## src/rtl/spi_mem_arbiter.sv

```systemverilog
// spi_mem_arbiter: shares one SPI flash/PSRAM memory controller between two requesters.
//   Port 0 is the CPU sequencer and port 1 is a secondary master (boot copy / DMA).
//   The arbiter serialises whole transactions. It returns read data and a one-cycle done
//   pulse to the owner, and a watchdog aborts any transaction that hangs.
// Ports:
//   clk_in, reset_n_in        clock (rising edge) and asynchronous active-low reset
//   req_in[1:0]               per-port request (bit p = port p)
//   addrN_in/typeN_in/wdataN_in  per-port address, type (0 idle, 1 imem rd, 2 dmem rd,
//                             3 dmem wr) and PSRAM write byte
//   gnt_out/done_out/err_out  one-hot owner, completion pulse, watchdog-abort pulse
//   rdata_out                 last read data (IMEM 16 bit, DMEM zero-extended byte)
//   mem_*_out / *_in          controller request and response interface
module spi_mem_arbiter #(
  parameter bit          RR_EN          = 1'b1,
  parameter int unsigned TIMEOUT_CYCLES = 4096,
  parameter int unsigned TO_W           = 13
) (
  input  logic        clk_in,
  input  logic        reset_n_in,
  input  logic [1:0]  req_in,
  input  logic [15:0] addr0_in,
  input  logic [15:0] addr1_in,
  input  logic [1:0]  type0_in,
  input  logic [1:0]  type1_in,
  input  logic [7:0]  wdata0_in,
  input  logic [7:0]  wdata1_in,
  output logic [1:0]  gnt_out,
  output logic [1:0]  done_out,
  output logic [1:0]  err_out,
  output logic [15:0] rdata_out,
  output logic [15:0] mem_addr_out,
  output logic        mem_addr_valid_out,
  output logic [1:0]  mem_type_out,
  output logic [7:0]  mem_wdata_out,
  input  logic        mem_busy_in,
  input  logic        flash_valid_in,
  input  logic [15:0] flash_data_in,
  input  logic        psram_valid_in,
  input  logic [7:0]  psram_data_in
);

  localparam logic [1:0] TypeIdle   = 2'd0;
  localparam logic [1:0] TypeImem   = 2'd1;
  localparam logic [1:0] TypeDmemRd = 2'd2;
  localparam logic [1:0] TypeDmemWr = 2'd3;

  localparam bit            ToEn   = (TIMEOUT_CYCLES != 0);
  localparam logic [TO_W-1:0] ToLast = TO_W'(TIMEOUT_CYCLES - 1);

  typedef enum logic [1:0] {StIdle, StIssue, StWait} state_e;

  state_e          state_q, state_d;
  logic [1:0]      gnt_q, gnt_d;
  logic [1:0]      done_q, done_d;
  logic [1:0]      err_q, err_d;
  logic [15:0]     rdata_q, rdata_d;
  logic [15:0]     addr_q, addr_d;
  logic [1:0]      type_q, type_d;
  logic [7:0]      wdata_q, wdata_d;
  logic            last_q, last_d;       // port granted most recently
  logic [TO_W-1:0] wd_q, wd_d;
  logic            busy_prev_q, busy_prev_d;

  logic valid0, valid1, pick1, complete, timeout;

  // Requests carrying type IDLE are never eligible.
  assign valid0 = req_in[0] && (type0_in != TypeIdle);
  assign valid1 = req_in[1] && (type1_in != TypeIdle);

  // Port 1 wins when it is alone, or on a tie when round-robin says it is its turn.
  assign pick1 = valid1 && (!valid0 || (RR_EN && !last_q));

  assign timeout = ToEn && (wd_q == ToLast);

  // State register.
  always_ff @(posedge clk_in or negedge reset_n_in) begin
    if (!reset_n_in) begin
      state_q     <= StIdle;
      gnt_q       <= 2'b00;
      done_q      <= 2'b00;
      err_q       <= 2'b00;
      rdata_q     <= 16'h0000;
      addr_q      <= 16'h0000;
      type_q      <= TypeIdle;
      wdata_q     <= 8'h00;
      last_q      <= 1'b1;
      wd_q        <= '0;
      busy_prev_q <= 1'b0;
    end else begin
      state_q     <= state_d;
      gnt_q       <= gnt_d;
      done_q      <= done_d;
      err_q       <= err_d;
      rdata_q     <= rdata_d;
      addr_q      <= addr_d;
      type_q      <= type_d;
      wdata_q     <= wdata_d;
      last_q      <= last_d;
      wd_q        <= wd_d;
      busy_prev_q <= busy_prev_d;
    end
  end

  // Next-state logic.
  always_comb begin
    state_d     = state_q;
    gnt_d       = gnt_q;
    done_d      = 2'b00;
    err_d       = 2'b00;
    rdata_d     = rdata_q;
    addr_d      = addr_q;
    type_d      = type_q;
    wdata_d     = wdata_q;
    last_d      = last_q;
    wd_d        = wd_q;
    busy_prev_d = mem_busy_in;
    complete    = 1'b0;

    unique case (type_q)
      TypeImem:   complete = flash_valid_in;
      TypeDmemRd: complete = psram_valid_in;
      TypeDmemWr: complete = busy_prev_q && !mem_busy_in;  // busy falling edge
      default:    complete = 1'b0;
    endcase

    unique case (state_q)
      StIdle: begin
        if ((valid0 || valid1) && !mem_busy_in) begin
          gnt_d   = pick1 ? 2'b10 : 2'b01;
          addr_d  = pick1 ? addr1_in : addr0_in;
          type_d  = pick1 ? type1_in : type0_in;
          wdata_d = pick1 ? wdata1_in : wdata0_in;
          last_d  = pick1;
          wd_d    = '0;
          state_d = StIssue;
        end
      end
      StIssue: begin
        if (timeout) begin
          done_d  = gnt_q;
          err_d   = gnt_q;
          gnt_d   = 2'b00;
          state_d = StIdle;
        end else begin
          wd_d = wd_q + TO_W'(1);
          if (mem_busy_in) state_d = StWait;
        end
      end
      StWait: begin
        // Completion takes precedence over a coincident watchdog expiry.
        if (complete) begin
          if (type_q == TypeImem) rdata_d = flash_data_in;
          else if (type_q == TypeDmemRd) rdata_d = {8'h00, psram_data_in};
          done_d  = gnt_q;
          gnt_d   = 2'b00;
          state_d = StIdle;
        end else if (timeout) begin
          done_d  = gnt_q;
          err_d   = gnt_q;
          gnt_d   = 2'b00;
          state_d = StIdle;
        end else begin
          wd_d = wd_q + TO_W'(1);
        end
      end
      default: state_d = StIdle;
    endcase
  end

  // Output logic.
  always_comb begin
    mem_addr_valid_out = 1'b0;
    unique case (state_q)
      StIssue: mem_addr_valid_out = 1'b1;
      default: mem_addr_valid_out = 1'b0;
    endcase
    gnt_out       = gnt_q;
    done_out      = done_q;
    err_out       = err_q;
    rdata_out     = rdata_q;
    mem_addr_out  = addr_q;
    mem_type_out  = type_q;
    mem_wdata_out = wdata_q;
  end

endmodule

```

## config.mk

```make
export PLATFORM = sky130hd
export DESIGN_NAME = spi_mem_arbiter
export DESIGN_NICKNAME = d
export VERILOG_FILES = /design/src/rtl/spi_mem_arbiter.sv
export SDC_FILE = /design/constraint.sdc
export NUM_CORES = 1
export LEC_CHECK = 0
export ABC_AREA = 1
export CORE_ASPECT_RATIO = 0.75
export CORE_MARGIN = 1
export CORE_UTILIZATION = 25
export CTS_CLUSTER_DIAMETER = 200
export DETAILED_ROUTE_END_ITERATION = 16
export DONT_BUFFER_PORTS = 1
export GPL_ROUTABILITY_DRIVEN = 0
export PLACE_DENSITY_LB_ADDON = 0.12
export SLEW_MARGIN = 40
export SYNTH_ARGS = -nofsm -noshare
export SYNTH_HDL_FRONTEND = slang
export SYNTH_SLANG_ARGS = --single-unit
```

## constraint.sdc

```tcl
create_clock -name clk_in -period 5.4 [get_ports clk_in]
set_clock_uncertainty 0.15 [all_clocks]
set_input_delay 1.08 -clock clk_in [delete_from_list [all_inputs] [get_ports clk_in]]
set_output_delay 1.08 -clock clk_in [all_outputs]
set_load 0.01 [all_outputs]
```

Word-level counts from Yosys, hierarchy flattened:

Cells that the tools add are included.

* register bits after elaboration: 65
* output and inout bits: 49
* logic and storage cells: 69

* add/sub/neg operators: 1
* equality and inequality tests: 10
* mux-type cells: 27
* reduce and logical (&&, ||, !) cells: 20

Operator list (number)
* two-way mux 16 bit: 3
* two-way mux 13 bit: 3
* one-hot mux 13 bit (3 select lines): 1
* two-way mux 2 bit: 13
* adder 13 x 1 -> 13 bit, second input constant: 1
* == test 13 x 12 -> 1 bit, second input constant: 1
* one-hot mux 2 bit (3 select lines): 2
* AND reduction 3 bit: 3
* two-way mux 8 bit: 1
* one-hot mux 2 bit (2 select lines): 2
* == test 2 bit, second input constant: 3
* != test 3 bit, second input constant: 2
* nonzero test 2 bit: 3
* logical AND 1 bit: 5
* == test 2 x 1 -> 1 bit, second input constant: 2
* != test 2 bit, second input constant: 2
* AND reduction 2 bit: 2
* logical NOT 1 bit: 3
* one-hot mux 1 bit (3 select lines): 1
* nonzero test 3 bit: 1
* logical NOT 2 bit: 1
* logical OR 1 bit: 2
* two-way mux 1 bit: 1

Depth between registers and ports, before layout:

Gate-level depths: netlist of run 1.

* word-level depth: 8
* mapped depth: 14

Worst setup path after synthesis of run 1:

Ideal clock, no wire load.

* path kind: in2reg
* start: in type0_in[1]
* end: reg addr_q[10], in the netlist mem_addr_out[10]
* setup time: 68 ps
* arrival: 1955 ps
* slack: 3226 ps
* stages on the path: 6
* cell sequence: o211ai_1 -> nand2_1 -> nor2_2 -> buf_4 -> nand2_1 -> nand3_1

* longest elaborated chain between the ends: 6
* elaborated cells between the ends (all ways): 9
* classes of those cells: mux (1); reduce/logical (8)

RTL lines
* start: declaration: line 23 `input logic [1:0] type0_in,`
* nonzero test 2 bit (*): line 67 `assign valid0 = req_in[0] && (type0_in != TypeIdle);`
* logical AND 1 bit (*): line 67
* logical NOT 1 bit: line 71 `assign pick1 = valid1 && (!valid0 || (RR_EN && !last_q));`
* logical OR 1 bit: line 71
* logical AND 1 bit: line 71
* two-way mux 16 bit: line 130 `addr_d = pick1 ? addr1_in : addr0_in;`
* end signal: assignment: line 95 `addr_q <= addr_d;`
* end: declaration: line 57 `logic [15:0] addr_q, addr_d;`

Mark *: on every way between the ends. The rest lies on a longest branch, timed or not.
A chain may end at the register's enable or synchronous reset.

Worst setup path in the final report of run 1:

* start: in type1_in[1]
* end: reg addr_q[11], in the netlist mem_addr_out[11]

* longest elaborated chain between the ends: 5
* elaborated cells between the ends (all ways): 7
* classes of those cells: mux (1); reduce/logical (6)

RTL lines
* start: declaration: line 24 `input logic [1:0] type1_in,`
* nonzero test 2 bit (*): line 68 `assign valid1 = req_in[1] && (type1_in != TypeIdle);`
* logical AND 1 bit (*): line 68
* logical OR 1 bit: line 128 `if ((valid0 || valid1) && !mem_busy_in) begin`
* logical AND 1 bit: line 128
* AND reduction 2 bit (no line)

Marked as above.

==> results of run 1 <==
power groups by stage:
stage | combinational [mW] | clock, mW | sequential [mW]
4_1_cts | 0.592 | 0.662 | 0.875
3_3_place_gp | 0.586 | 0 | 0.885
3_5_place_dp | 0.596 | 0 | 0.876
2_1_floorplan | 0.499 | 0 | 0.825
6_report | 0.580 | 0.641 | 0.872
5_1_grt | 0.679 | 0.684 | 0.898
sequential cells by signal (all words and copies together), names as in the netlist:
register	flops
state_q	2
mem_addr_out	16
last_q	1
rdata_out	16
mem_wdata_out	8
err_out	2
mem_type_out	2
done_out	2
gnt_out	2
busy_prev_q	1
wd_q	13
Yosys cell counts, types with 3 or more instances:
| cell | number | area share |
|---|---|---|
| nor2_2 | 3 | 0.0056 |
| buf_4 | 6 | 0.013 |
| nor2_1 | 19 | 0.021 |
| clkbuf_1 | 4 | 0.0044 |
| xor2_1 | 3 | 0.0078 |
| a21oi_1 | 4 | 0.0059 |
| nand2_1 | 190 | 0.21 |
| nand3_1 | 44 | 0.065 |
| nand4_1 | 3 | 0.0056 |
| dfrtp_1 | 64 | 0.47 |
| buf_2 | 3 | 0.0044 |
| o21ai_0 | 18 | 0.027 |
| inv_1 | 19 | 0.021 |
| mux2_2 | 8 | 0.027 |
| ha_1 | 8 | 0.030 |
stage by stage:
step / total power, mW / std cells / worst slack, ps / area [sq um] / util
floorplan: 1.32 / 424 / 3230 / 3380 / -
CTS: 2.13 / 596 / 2600 / 3840 / 0.293
global route: 2.26 / 596 / 2380 / 3840 / 0.293
detailed placement: 1.47 / 580 / 2230 / 3510 / 0.268
global placement: 1.47 / 580 / 1490 / 3500 / 0.267
finish: 2.09 / 596 / 2610 / 3840 / 0.293
kinds of logic (layout without fill, tap and decap cells):
kind of cell,after synthesis,in the layout,synth area share
AO/OA/AOI/OAI,30,30,0.0496
XOR/XNOR,4,4,0.0104
adder cells (fa/ha/maj),8,8,0.0296
buffers and inverters,35,36,0.0511
flip-flops,65,65,0.482
multiplexers,8,8,0.0267
AND/OR/NAND/NOR,274,274,0.351
worst min path at each step:
stage / start / end / cells past startpoint
after global routing: reset_n_in / rdata_out[11]$_DFFE_PN0P_ / 0
after detailed placement: wd_q[12]$_DFFE_PN0P_ / wd_q[12]$_DFFE_PN0P_ / 2
after CTS: reset_n_in / rdata_out[11]$_DFFE_PN0P_ / 0
final: reset_n_in / rdata_out[11]$_DFFE_PN0P_ / 0
after global placement: wd_q[12]$_DFFE_PN0P_ / wd_q[12]$_DFFE_PN0P_ / 2
after floorplan: state_q[1]$_DFFE_PN0P_ / state_q[1]$_DFFE_PN0P_ / 2
layout make-up:
cell class / instances / area [sq um] / share of cell area
multi-input combinational: 324 / 1600 / 0.416
sequential: 65 / 1630 / 0.424
tap: 171 / 214 / 0.0558
clock buffer: 14 / 264 / 0.0688
clock inverter: 2 / 60.1 / 0.0157
inverter: 20 / 75.1 / 0.0196
metal layers:
metal / vias to the layer above / wire length, microns
met5: - / 0
met4: 0 / 131
met3: 10 / 857
met2: 122 / 3590
met1: 1209 / 4170
li1: 1342 / -
cells in the final DEF (no fill, tap or decap):
master / n
nand2_1: 190
dfrtp_1: 64
nand3_1: 43
inv_1: 19
nor2_1: 19
o21ai_0: 18
clkbuf_16: 9
mux2_2: 8
ha_1: 8
a21oi_1: 4
nor2_4: 3
nand4_1: 3
xor2_1: 3
clkbuf_1: 3
nor2_2: 2
nand2_2: 2
nand2_4: 2
nor3b_1: 2
o21ai_1: 2
nand3_2: 2
or2_2: 2
o21bai_1: 2
clkbuf_8: 2
bufinv_16: 2
nor2_8: 1
clkinv_1: 1
nand3_4: 1
o211ai_1: 1
a21oi_4: 1
o31ai_1: 1
a21oi_2: 1
and3_1: 1
nor3_1: 1
xnor2_1: 1
dfstp_2: 1
==> run metrics, run 1 <==
switch share 0.392; maximum fanout along the worst path 31; initial antenna violation count 0; Comb pwr share 0.277; post-CTS resize count 0; 1st-pass router iterations 4; Slew headroom 0.514; Netlist cell types 34; FF-to-FF Start state_q[1]$_DFFE_PN0P_; busiest grt layer met2; Sw Pwr approximately 0.82 mW; largest net degree at the start of global routing 66; Iteration-0 DRC Markers approximately 140; Crit path depth 6; mean number of vias per cell around 4.5; global routing usage on met1 0.178; die height ~100 microns; CP Cell Sequence o21ai_1, nand2_1, nand3_2, a21oi_4, nand2_1, nand3_1; FF-to-FF path depth 6; Sink Count 65; Slew @ Worst Pin 727 ps; number of fill cells between 1000 and 1500; Detailed Route WL 8750 microns; # diodes 0; H-tree lvl count 3; Setup TNS 0 ps; drt drc 0; Routed Antenna Nets 0; Synth Cell Area roughly 3400 sq um; slowest stage cell on the critical path a21oi_4; number of global-route vias before repair 2789; Die W 136 microns; Clk pwr share 0.306; initial core utilization 0.258; share of cells above drive strength 1 0.0918; worst skew pair latency 330 ps; RR Endpoint mem_addr_out[11]$_DFFE_PN0P_; P_leak 1.87 nW; instance count of the mapped netlist approximately 420; P_int approximately 1.3 mW; run status complete, no violations; Fin. Hold Viols 0; area delta synth->final 13.6%; min-delay worst type in -> async; post-DP HPWL 6020 microns; total die area about 14000 sq um; Max Clock Freq ~0.36 GHz; Final min period between 2000 and 3000 ps; GRT Total Usage 0.137; WP data arrival just under 3000 ps; FFs w/ async S/R, synth 1.00; Synth Net Count between 500 and 600; Setup crit end mem_addr_out[11]$_DFFE_PN0P_; Top cell by count, worst path nand2_1; prevailing post-synth register cell dfrtp_1; peak supply drop 0.208 mV; hold_buf cts 0; R2R setup slack between 2000 and 3000 ps; pwr dens 545 nW/um^2; crit end category flip-flop; hold_ws 291 ps; maxcap violations 0; Core Rows 36; CTS tree done; CP Launch Point type1_in[1]; clock root cell clkbuf_16; met3 usage 0.0575; Yosys Warn Count 0; Post CTS Setup Buffer Count 0; Yosys reg bits between 60 and 70; WP data required between 5000 and 6000 ps; IO Pins between 100 and 150; Worst Path Buf+Inv 0; Final period util 0.516; sequential power share 0.417; CP peak stage delay 820 ps; clock buffer depth 2; type of origin of the critical path input port; Worst-path clk slew 50 ps; Syn Area/Cell around 8.0 sq um; delay-heaviest family, CP simple AND/OR/NAND/NOR gates; sequential share of the synthesized area 0.482; Pins Over Slew Limit 0; Vias 2683; CTS buffer count 9; WL per Instance 14.7 microns; RSZ-0062 raised after global routing no; final-stage net count around 510; Post-synth EDFFs 0; global-route wire length before repair around 14000 microns; area of the core around 13000 sq um; I/O Buffers 0; Overflow after GRT 0; Final setup viols 0; Setup CP Type in -> reg; met2 GRT Util 0.203
(Power assumes the default switching activity.)
==> inputs of run 2 (changes only) <==
- clock period: 5.4 -> 2.3 ns (I/O delays scaled with it)
==> run 2 against run 1 <==
Utilization increased by 0.55 points. Combinational power increased to 2.5 times the previous value. Register-to-register slack got worse by 2500 ps. Routed wire length decreased by 2.7%. Count of clock-buffer cells in the layout decreased by 4. Worst hold slack got worse by 190 ps. Clock power increased by 120%. Final cell count increased by 1.8%. First-iteration DRC count decreased by 25%. Critical path type is now reg -> reg. Largest power group unchanged.
==> run metrics, run 2 (synthesized netlist as in run 1, its figures left out) <==
Slew headroom 0.679; area delta synth->final 15.7%; clock root cell clkbuf_16; initial core utilization 0.258; global-route wire length before repair between 10000 and 15000 microns; Sink Count between 60 and 70; IO Pins 132; Die W roughly 140 microns; Reg area between 1500 and 2000 sq um; 1st-pass router iterations 4; WP data required approximately 2400 ps; Routed Antenna Nets 0; drt drc 0; # diodes 0; Final WS setup roughly 290 ps; H-tree lvl count 3; CTS buffer count 9; area of the core ~13000 sq um; sequential power share 0.416; commonest non-fill, non-tap cell in the layout nand2_1; share of cells above drive strength 1 0.115; hold_sp wdata0_in[7]; maximum fanout along the worst path 19; Post CTS Setup Buffer Count 0; Sw Pwr approximately 2 mW; P_leak approximately 1.9 nW; hold_ws 101 ps; switch share 0.404; Clk pwr share 0.284; maxcap violations 0; Setup TNS 0 ps; FF-to-FF Start mem_type_out[1]$_DFFE_PN0P_; Detailed Route WL approximately 8500 microns; RSZ-0062 raised after global routing no; Final min period 2010 ps; I/O Buffers 0; Setup CP Type reg -> reg; Overflow after GRT 0; CTS tree done; Core Rows 36; WL per Instance 14.0 microns; Worst-path clk slew about 60 ps; mean number of vias per cell ~4.5; initial antenna violation count 0; Iteration-0 DRC Markers ~110; Placed Cells 588; type of origin of the critical path flip-flop; min-delay worst type in -> reg; FF-to-FF path depth 10; Vias around 2700; commonest cells after routing, fill and taps aside nand2_1, dfrtp_1, nand3_1, inv_1, nor2_1; Slew @ Worst Pin ~480 ps; Hold Crit Endpoint mem_wdata_out[7]$_DFFE_PN0P_; total die area 14000 sq um; Placement Setup Slack ~270 ps; Comb pwr share 0.299; post-route insts no fill between 600 and 700; number of fill cells 1375; worst hold stages 2; crit end category flip-flop; area of the multi-input gates 1580 sq um; peak supply drop a little under 0.5 mV; Final period util 0.875; Core Util, Final 0.298; worst skew pair latency ~330 ps; P_int approximately 2.9 mW; Fin. Hold Viols 0; Final setup viols 0; largest net degree at the start of global routing between 60 and 70; run status complete, no violations; RR Endpoint rdata_out[12]$_DFFE_PN0P_; final-stage net count 522; WP data arrival ~2100 ps; number of global-route vias before repair between 2000 and 3000; Pins Over Slew Limit 0; Max Clock Freq 0.497 GHz; R2R setup slack about 290 ps; die height 103 microns; clock buffer depth 2; post-DP HPWL ~6000 microns; pwr dens 1250 nW/um^2; GRT Total Usage 0.134
==> run 2: cell types whose count changed in the layout (fill, tap and decap cells not counted), moves of 2 or more <==
| cell | change |
|---|---|
| buf_4 | +8 |
| clkbuf_1 | -3 |
| clkinv_4 | +2 |
| clkinvlp_4 | +2 |
| dlygate4sd3_1 | +2 |
==> run 2: area by class of cell <==
cell class | instances | share of cell area
inverters | 20 | 0.0192
clock buffers | 10 | 0.0611
well taps | 171 | 0.0547
multi-input cells | 324 | 0.404
flip-flops and latches | 65 | 0.416
repair buffers | 11 | 0.0275
clock inverters | 6 | 0.0173
==> run 2: worst max path at each step <==
stage	from	end	slack, ps	cells past startpoint
4_1_cts	mem_type_out[1]$_DFFE_PN0P_	rdata_out[13]$_DFFE_PN0P_	250	10
6_report	mem_type_out[1]$_DFFE_PN0P_	rdata_out[12]$_DFFE_PN0P_	290	10
2_1_floorplan	mem_type_out[1]$_DFFE_PN0P_	wd_q[12]$_DFFE_PN0P_	480	12
5_1_grt	mem_type_out[0]$_DFFE_PN0P_	wd_q[8]$_DFFE_PN0P_	40	10
3_5_place_dp	mem_type_out[0]$_DFFE_PN0P_	wd_q[0]$_DFFE_PN0P_	270	10
3_3_place_gp	wd_q[0]$_DFFE_PN0P_	wd_q[11]$_DFFE_PN0P_	280	11
==> run 2: timing repair <==
item | in CTS | in global routing
resized for setup | 0 | 0
hold buffers | 3 | 0
hold endpoints to repair | 66 | 0
==> run 2: worst max-delay path, cell delays in order (launching register included) <==
cell	delay, ps
dfrtp_1	470
inv_1	130
ha_1	170
nand2_1	50
nand2_1	50
inv_1	30
nand2_1	100
nand3_4	210
nor2_4	380
nand3_1	130
nand2_1	80
==> run 2: metal layers <==
layer  up-vias  routed length (microns)  track usage
met5         -                        0            0
met4         0                      104       0.0462
met3         8                      775       0.0482
met2       127                     3530        0.202
met1      1221                     4100        0.177
li1       1367                        -            -
==> run 2: power groups by stage <==
| stage | Sequential (mW) | Combinational [mW] | Clock (mW) |
|---|---|---|---|
| 2_1_floorplan | 1.94 | 1.17 | 0 |
| 3_3_place_gp | 2.06 | 1.45 | 0 |
| 3_5_place_dp | 2.04 | 1.48 | 0 |
| 4_1_cts | 2.04 | 1.50 | 1.44 |
| 5_1_grt | 2.09 | 1.71 | 1.50 |
| 6_report | 2.03 | 1.46 | 1.39 |
==> run 2: through the flow <==
step,power (mW),area (sq um)
after floorplan,3.11,3380
after global placement,3.51,3560
after detailed placement,3.52,3560
after CTS,4.98,3910
after global routing,5.30,3910
final,4.88,3910
==> inputs of run 3 (changes only) <==
- CELL_PAD_IN_SITES_DETAIL_PLACEMENT: not set -> 1
- CELL_PAD_IN_SITES_GLOBAL_PLACEMENT: not set -> 1
- clock period: 2.3 -> 2.36 ns (I/O delays scaled with it)
==> run 3 against run 2 <==
Worst hold slack worse by 81 ps. Power is 2.1% lower. Critical endpoint is now wd_q[8]$_DFFE_PN0P_. Highest routed layer unchanged. Sequential share of layout area is 0.080 points higher. Utilization is 0.057 points lower. Largest power group unchanged.
==> run metrics, run 3 (synthesized netlist as in run 1, its figures left out) <==
area delta synth->final 15.5%; min-delay worst type in -> reg; RSZ-0062 raised after global routing no; Clk pwr share 0.276; share of cells above drive strength 1 0.115; CTS buffer count 9; Max Clock Freq slightly below 0.5 GHz; Die W 136 microns; initial core utilization 0.258; WP data required about 2400 ps; type of origin of the critical path flip-flop; GRT Total Usage 0.146; sequential power share 0.415; delay-heaviest family, CP simple AND/OR/NAND/NOR gates; Placed Cells between 500 and 600; Worst-path clk slew roughly 60 ps; Core Rows 36; number of global-route vias before repair 2911; Vias around 2800; CP Cell Sequence ha_1, inv_1, nor2_4, nand2_4, nor2_8, nand2_4, nand2_2, nor2_2, buf_4, nand2_1, nand2_1; slowest stage cell on the critical path dfrtp_1; die height 103 microns; mean number of vias per cell between 4 and 5; IO Pins between 100 and 150; commonest non-fill, non-tap cell in the layout nand2_1; post-route insts no fill slightly above 600; # diodes 0; Comb pwr share 0.309; Fin. Hold Viols 0; crit end category flip-flop; total die area 14000 sq um; Routed Antenna Nets 0; CTS tree done; Detailed Route WL ~9300 microns; Overflow after GRT 0; area after detailed placement 3570 sq um; Setup TNS 0 ps; maxcap violations 0; Iteration-0 DRC Markers 47; maximum fanout along the worst path 13; Setup CP Type reg -> reg; Pins Over Slew Limit 0; clock buffer depth 2; Slew headroom 0.671; WL per Instance approximately 15 microns; post-CTS resize count 0; Slew @ Worst Pin a little under 500 ps; pwr dens approximately 1200 nW/um^2; switch share 0.409; Final period util 0.875; worst skew pair latency 330 ps; Worst Path Buf+Inv 2; WP data arrival around 2100 ps; commonest cells after routing, fill and taps aside nand2_1, dfrtp_1, nand3_1, inv_1, nor2_1; Final min period a little over 2000 ps; Sink Count 65; cell area after layout between 3000 and 4000 sq um; post-DP HPWL ~6600 microns; P_int 2.82 mW; H-tree lvl count 3; 1st-pass router iterations 4; Final setup viols 0; Sw Pwr around 2.0 mW; area of the core 13100 sq um; P_leak approximately 1.9 nW; initial antenna violation count 0; largest net degree at the start of global routing 66; I/O Buffers 0; CP peak stage delay around 440 ps; global-route wire length before repair approximately 15000 microns; Tot Pwr approximately 4.8 mW; run status complete, no violations; clock root cell clkbuf_16; final-stage net count 521; peak supply drop 0.521 mV; drt drc 0
==> run 3: changes by cell type in the layout (fill, tap and decap cells not counted), sizes merged <==
cell | before | now
dlygate4sd3 | 2 | 1
clkbuf | 10 | 9
clkinvlp | 2 | 3
==> run 3: final cells by class <==
class	instances	area, sq um
inverters	20	75.1
clock inverters	7	71.3
well taps	171	214
clock buffers	9	225
multi-input cells	324	1580
flip-flops and latches	65	1630
fillers	1566	9210
repair buffers	10	110
==> run 3: repair_timing <==
action	in CTS	in global routing
hold buffers	2	0
setup buffers	0	0
endpoints found under the hold margin	65	0
==> run 3: final timing paths <==
check | start | cells past startpoint | slack, ps | endpoint
worst max register to register | wd_q[0]$_DFFE_PN0P_ | 11 | 300 | wd_q[8]$_DFFE_PN0P_
max in group asynchronous | reset_n_in | 2 | 1140 | last_q$_DFFE_PN1P_
worst min-delay path | mem_busy_in | 0 | 20 | busy_prev_q$_DFF_PN0_
worst max-delay path | wd_q[0]$_DFFE_PN0P_ | 11 | 300 | wd_q[8]$_DFFE_PN0P_
min in group asynchronous | reset_n_in | 2 | 560 | wd_q[4]$_DFFE_PN0P_
worst min register to register | wd_q[12]$_DFFE_PN0P_ | 2 | 350 | wd_q[12]$_DFFE_PN0P_
==> run 3: power groups by stage <==
stage	logic (mW)	registers [mW]	clock network, mW
after detailed placement	1.49	2.01	0
after global placement	1.46	2.02	0
after CTS	1.52	2.00	1.39
after floorplan	1.14	1.89	0
final	1.48	1.98	1.32
after global routing	1.73	2.05	1.42
==> run 3: worst register-to-register path, cell delays in order (launching register included) <==
cell and delay [ps]:
dfrtp_1 440, ha_1 280, inv_1 150, nor2_4 170, nand2_4 100, nor2_8 170, nand2_4 80, nand2_2 60
nor2_2 40, buf_4 180, nand2_1 80, nand2_1 50
==> run 3: per-layer routing <==
| metal | wire length (microns) | GRT usage |
|---|---|---|
| met3 | 752 | 0.0511 |
| met5 | 0 | 0 |
| met1 | 4500 | 0.188 |
| met4 | 85 | 0.0410 |
| met2 | 3960 | 0.232 |
==> run 3: through the flow <==
stage	utilization	hold slack [ps]	worst slack (ps)
after global routing	0.298	3.93	86.5
after detailed placement	0.272	30.5	283
after floorplan	-	26.4	537
after CTS	0.298	3.28	256
final	0.298	19.6	296
after global placement	0.272	28.7	295
